==> config.mk <==
export PLATFORM = sky130hd
export DESIGN_NAME = adc_bcd_capture
export DESIGN_NICKNAME = d
export VERILOG_FILES = /design/src/rtl/adc_bcd_capture.sv
export SDC_FILE = /design/constraint.sdc
export NUM_CORES = 1
export LEC_CHECK = 0
export ABC_AREA = 1
export BUFFER_PORTS_ARGS = -buffer_cell sky130_fd_sc_hd__buf_2
export CORE_AREA = 2 2 91 93
export DETAILED_ROUTE_END_ITERATION = 12
export DIE_AREA = 0 0 93 95
export PLACE_DENSITY = 0.57
export SLEW_MARGIN = 20
export SYNTH_ARGS = -nofsm -noshare
export SYNTH_HDL_FRONTEND = slang
export SYNTH_SLANG_ARGS = --single-unit
==> constraint.sdc <==
create_clock -name clk -period 2.05 [get_ports clk]
set_input_delay 0 -clock clk [delete_from_list [all_inputs] [get_ports clk]]
set_output_delay 0 -clock clk [all_outputs]
set_load 0.05 [all_outputs]
==> src/rtl/adc_bcd_capture.sv <==
// rtl/adc_bcd_capture.sv - ADC0809 sample capture with binary-to-BCD conversion
//
// Captures the ADC data bus on a rising edge of the output-enable strobe,
// converts the value to three BCD digits with a sequential double-dabble
// (one iteration per clock, 8 clocks), then publishes the value and digits
// with a one-cycle valid pulse.
//
// Optional feature macro: ADC_AVG4_EN
//   When defined, four captures are summed and their truncated mean is
//   converted; the first three captures only accumulate.
//
// Ports:
//   clk      in   sole clock, rising edge
//   rst      in   synchronous active-high reset
//   g_d      in   ADC output-enable strobe, adc_d valid while high
//   adc_d    in   8-bit ADC parallel data
//   sample   out  8-bit last converted value
//   bcd_h    out  hundreds digit of sample (0-2)
//   bcd_t    out  tens digit of sample
//   bcd_u    out  units digit of sample
//   valid    out  one-cycle pulse when sample and digits update
//   busy     out  conversion in progress
//   overrun  out  sticky: strobe edge seen while busy

module adc_bcd_capture (
  input  logic       clk,
  input  logic       rst,
  input  logic       g_d,
  input  logic [7:0] adc_d,
  output logic [7:0] sample,
  output logic [3:0] bcd_h,
  output logic [3:0] bcd_t,
  output logic [3:0] bcd_u,
  output logic       valid,
  output logic       busy,
  output logic       overrun
);

  typedef enum logic [1:0] {
    IDLE = 2'd0,
    CONV = 2'd1,
    DONE = 2'd2
  } state_t;

  state_t      state_q;
  logic        g_prev_q;
  logic [7:0]  bin_q;
  logic [7:0]  val_q;
  logic [11:0] bcd_q;
  logic [2:0]  iter_q;
  logic [7:0]  sample_q;
  logic [3:0]  bcd_h_q;
  logic [3:0]  bcd_t_q;
  logic [3:0]  bcd_u_q;
  logic        valid_q;
  logic        overrun_q;

  // Strobe is edge-qualified so a long g_d pulse starts a single capture.
  logic rise;
  assign rise = g_d & ~g_prev_q;

  function automatic logic [3:0] add3(input logic [3:0] n);
    return (n >= 4'd5) ? (n + 4'd3) : n;
  endfunction

  // One double-dabble step: correct each nibble, then shift {bcd,bin} left.
  logic [11:0] bcd_adj;
  logic [19:0] dabble;
  logic [11:0] bcd_d;
  logic [7:0]  bin_d;

  always_comb begin
    bcd_adj = {add3(bcd_q[11:8]), add3(bcd_q[7:4]), add3(bcd_q[3:0])};
    dabble  = {bcd_adj, bin_q} << 1;
    bcd_d   = dabble[19:8];
    bin_d   = dabble[7:0];
  end

`ifdef ADC_AVG4_EN
  logic [9:0] acc_q;
  logic [1:0] cap_q;
  logic [9:0] acc_d;
  logic       start;
  logic [7:0] start_val;

  // Four 8-bit samples sum to at most 1020, so 10 bits never overflow.
  assign acc_d     = acc_q + {2'b00, adc_d};
  assign start     = rise && (cap_q == 2'd3);
  assign start_val = acc_d[9:2];
`else
  logic       start;
  logic [7:0] start_val;

  assign start     = rise;
  assign start_val = adc_d;
`endif

  always_ff @(posedge clk) begin
    if (rst) begin
      state_q   <= IDLE;
      g_prev_q  <= 1'b0;
      bin_q     <= 8'd0;
      val_q     <= 8'd0;
      bcd_q     <= 12'd0;
      iter_q    <= 3'd0;
      sample_q  <= 8'd0;
      bcd_h_q   <= 4'd0;
      bcd_t_q   <= 4'd0;
      bcd_u_q   <= 4'd0;
      valid_q   <= 1'b0;
      overrun_q <= 1'b0;
`ifdef ADC_AVG4_EN
      acc_q     <= 10'd0;
      cap_q     <= 2'd0;
`endif
    end else begin
      g_prev_q <= g_d;
      valid_q  <= 1'b0;

      case (state_q)
        IDLE: begin
`ifdef ADC_AVG4_EN
          if (rise) begin
            if (start) begin
              acc_q <= 10'd0;
              cap_q <= 2'd0;
            end else begin
              acc_q <= acc_d;
              cap_q <= cap_q + 2'd1;
            end
          end
`endif
          if (start) begin
            bin_q   <= start_val;
            val_q   <= start_val;
            bcd_q   <= 12'd0;
            iter_q  <= 3'd0;
            state_q <= CONV;
          end
        end

        CONV: begin
          bcd_q  <= bcd_d;
          bin_q  <= bin_d;
          iter_q <= iter_q + 3'd1;
          if (iter_q == 3'd7) begin
            state_q <= DONE;
          end
        end

        DONE: begin
          sample_q <= val_q;
          bcd_h_q  <= bcd_q[11:8];
          bcd_t_q  <= bcd_q[7:4];
          bcd_u_q  <= bcd_q[3:0];
          valid_q  <= 1'b1;
          state_q  <= IDLE;
        end

        default: begin
          state_q <= IDLE;
        end
      endcase

      // A fresh strobe while a conversion runs is dropped but remembered.
      if (rise && (state_q != IDLE)) begin
        overrun_q <= 1'b1;
      end
    end
  end

  assign sample  = sample_q;
  assign bcd_h   = bcd_h_q;
  assign bcd_t   = bcd_t_q;
  assign bcd_u   = bcd_u_q;
  assign valid   = valid_q;
  assign busy    = (state_q != IDLE);
  assign overrun = overrun_q;

endmodule

==> results of run 1 <==
layer usage:
| layer | part of all wire | up-vias | GRT usage | wire length [um] |
|---|---|---|---|---|
| met1 | 0.45 | 903 | 0.127 | 2160 |
| met4 | 0.015 | 0 | 0.0368 | 72 |
| met3 | 0.023 | 7 | 0.0223 | 111 |
| li1 | - | 1062 | - | - |
| met5 | 0 | - | 0 | 0 |
| met2 | 0.51 | 20 | 0.202 | 2440 |
cell type report:
class                           instances  share of cell area
Inverter                               20              0.0274
Multi-Input combinational cell        211               0.378
Clock inverter                          3             0.00822
Timing Repair Buffer                   46               0.104
Clock buffer                            5              0.0251
Tap cell                              105              0.0479
Sequential cell                        56               0.409
flip-flops by register name (all words and copies together) (netlist names):
name / count
bcd_u: 4
bcd_h: 4
bcd_t: 4
iter_q: 3
overrun: 1
val_q: 8
state_q: 2
g_prev_q: 1
bin_q: 8
bcd_q: 12
valid: 1
sample: 8
logic make-up (layout without fill, tap and decap cells):
logic type | after synthesis | in the layout
and+or+nand+nor | 140 | 140
adders and majority gates | 8 | 8
DFF | 56 | 56
buffers and inverters | 35 | 74
AOI/OAI and AO/OA | 63 | 63
timing repair:
action,in CTS,in global routing
endpoints found under the setup margin,0,0
gates resized for setup,0,0
hold endpoints to repair,16,0
hold buffers,9,0
cell usage after synthesis, drive strengths merged:
cell type	number	area [um^2]
nand3	11	55.1
dfxtp	56	1120
buf	10	68.8
o211ai	3	22.5
nor2	28	110
nand2	94	363
inv	20	75.1
ha	8	100
a211oi	10	75.1
o21ai	2	10.0
nor3	1	5.00
nand4	6	37.5
clkbuf	5	18.8
a21boi	7	52.6
a21oi	41	205
power groups by stage:
stage                     registers (mW)  clock network [mW]  logic (mW)
after detailed placement            1.15                   0       0.146
after floorplan                     1.15                   0       0.110
final                               1.13               0.618       0.157
after global placement              1.15                   0       0.144
after CTS                           1.13               0.653       0.160
after global routing                1.13               0.695       0.176
worst max-delay path by stage:
stage / start / end / cells past startpoint
after floorplan: state_q[1]$_SDFFE_PP0P_ / bin_q[1]$_SDFFE_PP0P_ / 6
after global routing: bcd_q[0]$_SDFFE_PP0P_ / bcd_q[4]$_SDFFE_PP0P_ / 9
after global placement: state_q[0]$_SDFFE_PP0P_ / bin_q[7]$_SDFFE_PP0P_ / 7
final: state_q[0]$_SDFFE_PP0P_ / bcd_q[9]$_SDFFE_PP0P_ / 7
after CTS: state_q[0]$_SDFFE_PP0P_ / bcd_q[11]$_SDFFE_PP0P_ / 7
after detailed placement: state_q[0]$_SDFFE_PP0P_ / bin_q[3]$_SDFFE_PP0P_ / 7
worst reg2reg max path, stage by stage (launching register included):
cell and delay [ps]:
dfxtp_1 360, inv_2 50, nor2_2 320, inv_2 80, nand2_2 120, inv_2 170, nand2_1 100, a21oi_1 60
through the flow:
| stage | hold WS (ps) | instances | instance area, um^2 |
|---|---|---|---|
| 6_report | 270 | 446 | 2740 |
| 2_1_floorplan | 125 | 302 | 2320 |
| 5_1_grt | 279 | 446 | 2740 |
| 3_5_place_dp | 243 | 429 | 2560 |
| 4_1_cts | 260 | 446 | 2740 |
| 3_3_place_gp | 238 | 429 | 2560 |
==> summary.txt, run 1 <==
Logic synthesis
  – Post-Synth Adder-Cell Area: 0.0431
  – Cells after synthesis: between 300 and 400
  – Compound-Gate Fraction of Synth Area: 0.157
  – Synthesis-stage register bit count: 56
  – Mux contribution to synthesized area: 0
  – Simple-gate share of the synthesized area: 0.246
  – Yosys warns: 0
  – Synth Net Count: roughly 320
  – Post-synthesis sequential area ratio: 0.483
  – Synth Area in XOR/XNOR: 0
  – Area of the mapped netlist: between 2000 and 2500 um^2
  – Syn_area_per_cell: between 7 and 8 um^2
  – Largest family of logic cells by synthesized area: simple AND/OR/NAND/NOR gates
  – Synth unique cells: 22

Setup path
  – Maximum fanout along the worst path: 20
  – Slowest cell delay on critical path: ~360 ps
  – Worst r2r dst: bcd_q[9]$_SDFFE_PP0P_
  – Top delay family on crit path: simple AND/OR/NAND/NOR gates
  – CP most frequent cell: inv_2
  – CP max-delay cell: dfxtp_1
  – Worst path cell trace: inv_2 > nor2_2 > inv_2 > nand2_2 > inv_2 > nand2_1 > a21oi_1
  – Reg2Reg Setup Slack: ~650 ps
  – WS Path Type: reg -> reg
  – Required @ worst endpoint: about 2200 ps
  – Critical R2R Launch: state_q[0]$_SDFFE_PP0P_
  – WP data arrival: roughly 1600 ps
  – R2R depth: 7
  – Crit. End Element: flip-flop
  – CP startpoint kind: flip-flop
  – Crit path buffers/inverters: 3

Detailed routing
  – Via-per-instance ratio: 4.47
  – Initial DRC count: 69
  – Wirelength per Cell: 10.7 um
  – DRC viols: 0
  – Pre-Repair DR Iteration Count: 4
  – Antenna-violating nets left: 0
  – Detailed Route WL: approximately 4800 um
  – Via count: approximately 2000

Cells and area
  – Commonest non-fill, non-tap cell in the layout: nand2_1
  – Fraction of layout cells with a size suffix above 1: 0.155
  – Most frequent cells in the layout: nand2_1, dfxtp_1, a21oi_1
  – Antenna cell count: 0
  – Area grow syn2layout: 18.1%
  – Sequential Area: approximately 1100 um^2
  – Fill count: approximately 900
  – Layout Utilization: 0.346
  – Post-layout nets: 359
  – Area of the multi-input gates: 1040 um^2

Placement
  – Dpl hpwl: about 3200 um
  – I/O Buffers: 33
  – RD Place Congestion: ~0.8
  – Pre-CTS WS: between 600 and 700 ps

Floorplan
  – Top Ports: 34
  – Initial Util: 0.293
  – Chip width: around 93 um
  – FP Rows: 33
  – Die area: just under 9000 um^2
  – Core ar.: between 7000 and 8000 um^2
  – Die H: 95 um

Timing
  – Fin crit share: 0.683
  – Final worst slack: between 600 and 700 ps
  – Fmax: 0.715 GHz
  – Sum Neg Setup Slack: 0 ps
  – # setup viols final: 0
  – Final setup skew: just over 10 ps
  – Pins over their slew limit: 0
  – Relative slew slack: 0.618
  – RSZ-0062 raised after global routing: false
  – Final Hold Vio Count: 0
  – Slew @ Worst Pin: between 500 and 600 ps
  – Tmin final: 1400 ps

Power
  – Internal power: between 1 and 1.5 mW
  – Design Power: 1.90 mW
  – Sw Pwr: about 0.5 mW
  – PD cells: between 600 and 700 nW/um^2
  – Clock power share: 0.325
  – Worst vdd ir: approximately 0.0003 V
  – Sw frac: 0.258
  – Leak: ~1.1 nW
  – Comb pwr share: 0.082
  – Sequential Power Share: 0.593

Global routing
  – Initial antenna violation count: 0
  – Vias in the first global route: 1735
  – Total GRT Usage: 0.110
  – Largest net degree at the start of global routing: 57
  – First-pass GRT wire length: between 7000 and 8000 um
  – GRT overflow: 0

Clock network
  – Cts bufs inserted: 5
  – Root Driver: clkbuf_8
  – Max clock buf depth: 2
  – Sink Count: between 50 and 60
  – TritonCTS clock tree: yes
  – Clock transition at path regs: ~110 ps
  – Post-CTS setup buffers: 0
  – Clock Latency Late Sink: approximately 310 ps
  – H-Tree Depth: 2

Min path
  – Hold Path Cell Cnt: 3
  – Hold Path Class: in -> reg
  – Worst Hold End: valid$_SDFF_PP0_
  – Worst hold start: rst

Outcome
  – Outcome: finished clean

Flow run
  – Max-cap violations: 0
No activity file was read; power rests on OpenSTA's default activity.
==> run 2, diff against run 1 <==
ABC_AREA = 0   (was 1)
CORE_AREA = 2 2 90 92   (was 2 2 91 93)
DIE_AREA = 0 0 92 94   (was 0 0 93 95)
clock period = 1.38 ns   (was 2.05 ns; I/O delays follow)
==> summary.txt, run 2 <==
Clock network
  – Clock transition at path regs: 110 ps (about the same)
  – Clock Latency Late Sink: 310 ps (about the same)
  – Max clock buf depth: 2 (unchanged)
  – H-Tree Depth: 2 (unchanged)
  – TritonCTS clock tree: yes
  – Cts bufs inserted: 5 (unchanged)
  – Sink Count: 56 (unchanged)
  – Root Driver: clkbuf_8

Logic synthesis
  – Cells after synthesis: 269 (-11%)
  – Async S/R FF share, synth: 0 (unchanged)
  – Synth Area in XOR/XNOR: 0 (unchanged)
  – Area of the mapped netlist: 2240 um^2 (-3.4%)
  – Post-Synth Adder-Cell Area: 0.0447 (+0.00152)
  – Synth Flop Type: dfxtp_1
  – Post-synthesis sequential area ratio: 0.500 (+0.0170)
  – Synth area leader: dfxtp_1
  – Compound-Gate Fraction of Synth Area: 0.157 (about the same)
  – Syn_area_per_cell: 8.33 um^2 (+8.5%)
  – Simple-gate share of the synthesized area: 0.224 (-0.0221)
  – Mux contribution to synthesized area: 0.0268 (+0.0268)
  – Synth top area cells: dfxtp_1, nand2_1, a21oi_1, ha_1, mux2i_1
  – EDFF count, synth: 0 (unchanged)
  – Share of the synthesized area in the top cell type: 0.500 (+0.0170)
  – Synth Net Count: 288 (-10%)
  – Synth unique cells: 26 (+18%)
  – Synthesis-stage register bit count: 56 (unchanged)
  – Commonest cells in the netlist: nand2_1, dfxtp_1, a21oi_1
  – Yosys warns: 0 (unchanged)
  – Top-count cell post-synth: nand2_1
  – Largest family of logic cells by synthesized area: simple AND/OR/NAND/NOR gates

Placement
  – Cells after DPL: 416 (-3.0%)
  – I/O Buffers: 33 (unchanged)
  – Dpl hpwl: 3650 um (+14%)
  – RD Place Congestion: 0.741 (-6.5%)
  – Pre-CTS WS: -276 ps (-927 ps)

Detailed routing
  – Via count: 2043 (+2.6%)
  – Initial DRC count: 93 (+35%)
  – Detailed Route WL: 5560 um (+16%)
  – Wirelength per Cell: 12.6 um (+17%)
  – DRC viols: 0 (unchanged)
  – Pre-Repair DR Iteration Count: 4 (unchanged)
  – Antenna-violating nets left: 0 (unchanged)
  – Via-per-instance ratio: 4.61 (+3.3%)

Cells and area
  – Antenna cell count: 0 (unchanged)
  – Most frequent cells in the layout: nand2_1, dfxtp_1, a21oi_1
  – Biggest register: bcd_q
  – Max reg flops: 12 (unchanged)
  – Post-layout nets: 359 (unchanged)
  – Area grow syn2layout: 36.0%
  – Fraction of layout cells with a size suffix above 1: 0.293 (+0.138)
  – Fin cells: 443 (-0.67%)
  – Commonest non-fill, non-tap cell in the layout: nand2_1

Setup path
  – WP data arrival: 1680 ps (+110 ps)
  – CP startpoint: state_q[1]$_SDFFE_PP0P_
  – CP startpoint kind: flip-flop
  – Maximum fanout along the worst path: 3 (-85%)
  – Crit. End Element: flip-flop
  – WS Path Type: reg -> reg
  – Required @ worst endpoint: 1590 ps (-630 ps)
  – Critical R2R Launch: state_q[1]$_SDFFE_PP0P_

Global routing
  – Vias in the first global route: 2025 (+17%)
  – Initial antenna violation count: 0 (unchanged)
  – Total GRT Usage: 0.135 (+0.0251)
  – GRT overflow: 0 (unchanged)
  – First-pass GRT wire length: 9450 um (+21%)
  – Largest net degree at the start of global routing: 25 (-56%)

Power
  – Worst vdd ir: 0.000484 V (+61%)
  – Design Power: 2.94 mW (+55%)
  – PD cells: 966 nW/um^2 (+39%)
  – Leak: 1.26 nW (+12%)

Floorplan
  – Die H: 94 um (-1.1%)
  – Chip width: 92 um (-1.1%)
  – Top Ports: 34 (unchanged)
  – Die area: 8650 um^2 (-2.1%)
  – FP Rows: 32 (-3.0%)
  – Core ar.: 7610 um^2 (-4.0%)
  – Initial Util: 0.295 (+0.00196)

Outcome
  – Outcome: finished, violations left
  – Violated checks: negative setup slack

Timing
  – Tmin final: 1470 ps (+71.3 ps)
  – Fmax: 0.680 GHz (-4.8%)
  – Final setup skew: 6.11 ps (-4.00 ps)
  – RSZ-0062 raised after global routing: true
  – Relative slew slack: 0.672 (+0.0541)
  – Slew @ Worst Pin: 492 ps (-81.1 ps)
  – Fin crit share: 1.07 (+0.383)
  – Pins over their slew limit: 0 (unchanged)
  – Final Hold Vio Count: 0 (unchanged)
  – Final worst slack: -90.9 ps (-741 ps)
  – # setup viols final: 16 (+16)

Min path
  – Hold Path Class: in -> reg
  – Worst hold start: rst

Flow run
  – Max-cap violations: 0 (unchanged)
[run 2: worst paths after layout]
kind / slack, ps / depth (start not counted) / endpoint
worst min-delay path: 150 / 2 / val_q[0]$_SDFFE_PP0P_
worst max register to register: -90 / 5 / bcd_q[6]$_SDFFE_PP0P_
worst min register to register: 450 / 2 / bcd_h[2]$_SDFFE_PP0P_
worst max-delay path: -90 / 5 / bcd_q[6]$_SDFFE_PP0P_
[run 2: stage by stage]
| stage | setup TNS [ps] | hold WS, ps | instance area, um^2 | util |
|---|---|---|---|---|
| after global placement | -2940 | 265 | 2700 | 0.355 |
| after CTS | -770 | 141 | 2970 | 0.390 |
| after detailed placement | -3850 | 265 | 2700 | 0.355 |
| final | -972 | 148 | 3050 | 0.401 |
| after floorplan | 0 | 128 | 2240 | - |
| after global routing | -2300 | 165 | 3050 | 0.401 |
[run 2: timing repair]
action,4_1_cts,5_1_grt
hold endpoints to repair,18,0
resized for setup,18,14
cloned,0,2
hold buffers,9,0
pin swaps,7,5
endpoints found under the setup margin,32,32
setup buffers,4,4
[run 2: cell families after synthesis]
logic type | count (synthesis)
flops | 56
buf+inv | 24
compound gates | 62
simple gates | 113
mux | 6
fa+ha+maj | 8
[run 2: final cells by class]
class / count / area [um^2]
sequential: 56 / 1130
clock buffer: 5 / 68.8
multi-input combinational: 190 / 1090
fill: 784 / 4560
inverter: 7 / 26.3
timing repair buffer: 80 / 584
clock inverter: 3 / 22.5
tap: 102 / 128
[run 2: power by group]
group	total [mW]	switching [mW]	leakage [nW]	internal (mW)
clock network	0.935	0.569	0.0485	0.366
logic	0.332	0.191	0.750	0.140
registers	1.68	0.0218	0.457	1.65
[run 2: worst max-delay path, cell delays in order, from the launching register on]
cell and delay (ps):
dfxtp_2 340, buf_6 110, or4b_4 550, nand2_4 100
nor2_4 40, a22o_1 230
[run 2: routing by layer]
| metal | GRT usage | vias up | wire length (um) |
|---|---|---|---|
| met1 | 0.177 | 952 | 2750 |
| met5 | 0 | - | 0 |
| met4 | 0.0423 | 0 | 72 |
| li1 | - | 1046 | - |
| met2 | 0.226 | 39 | 2580 |
| met3 | 0.0233 | 6 | 159 |
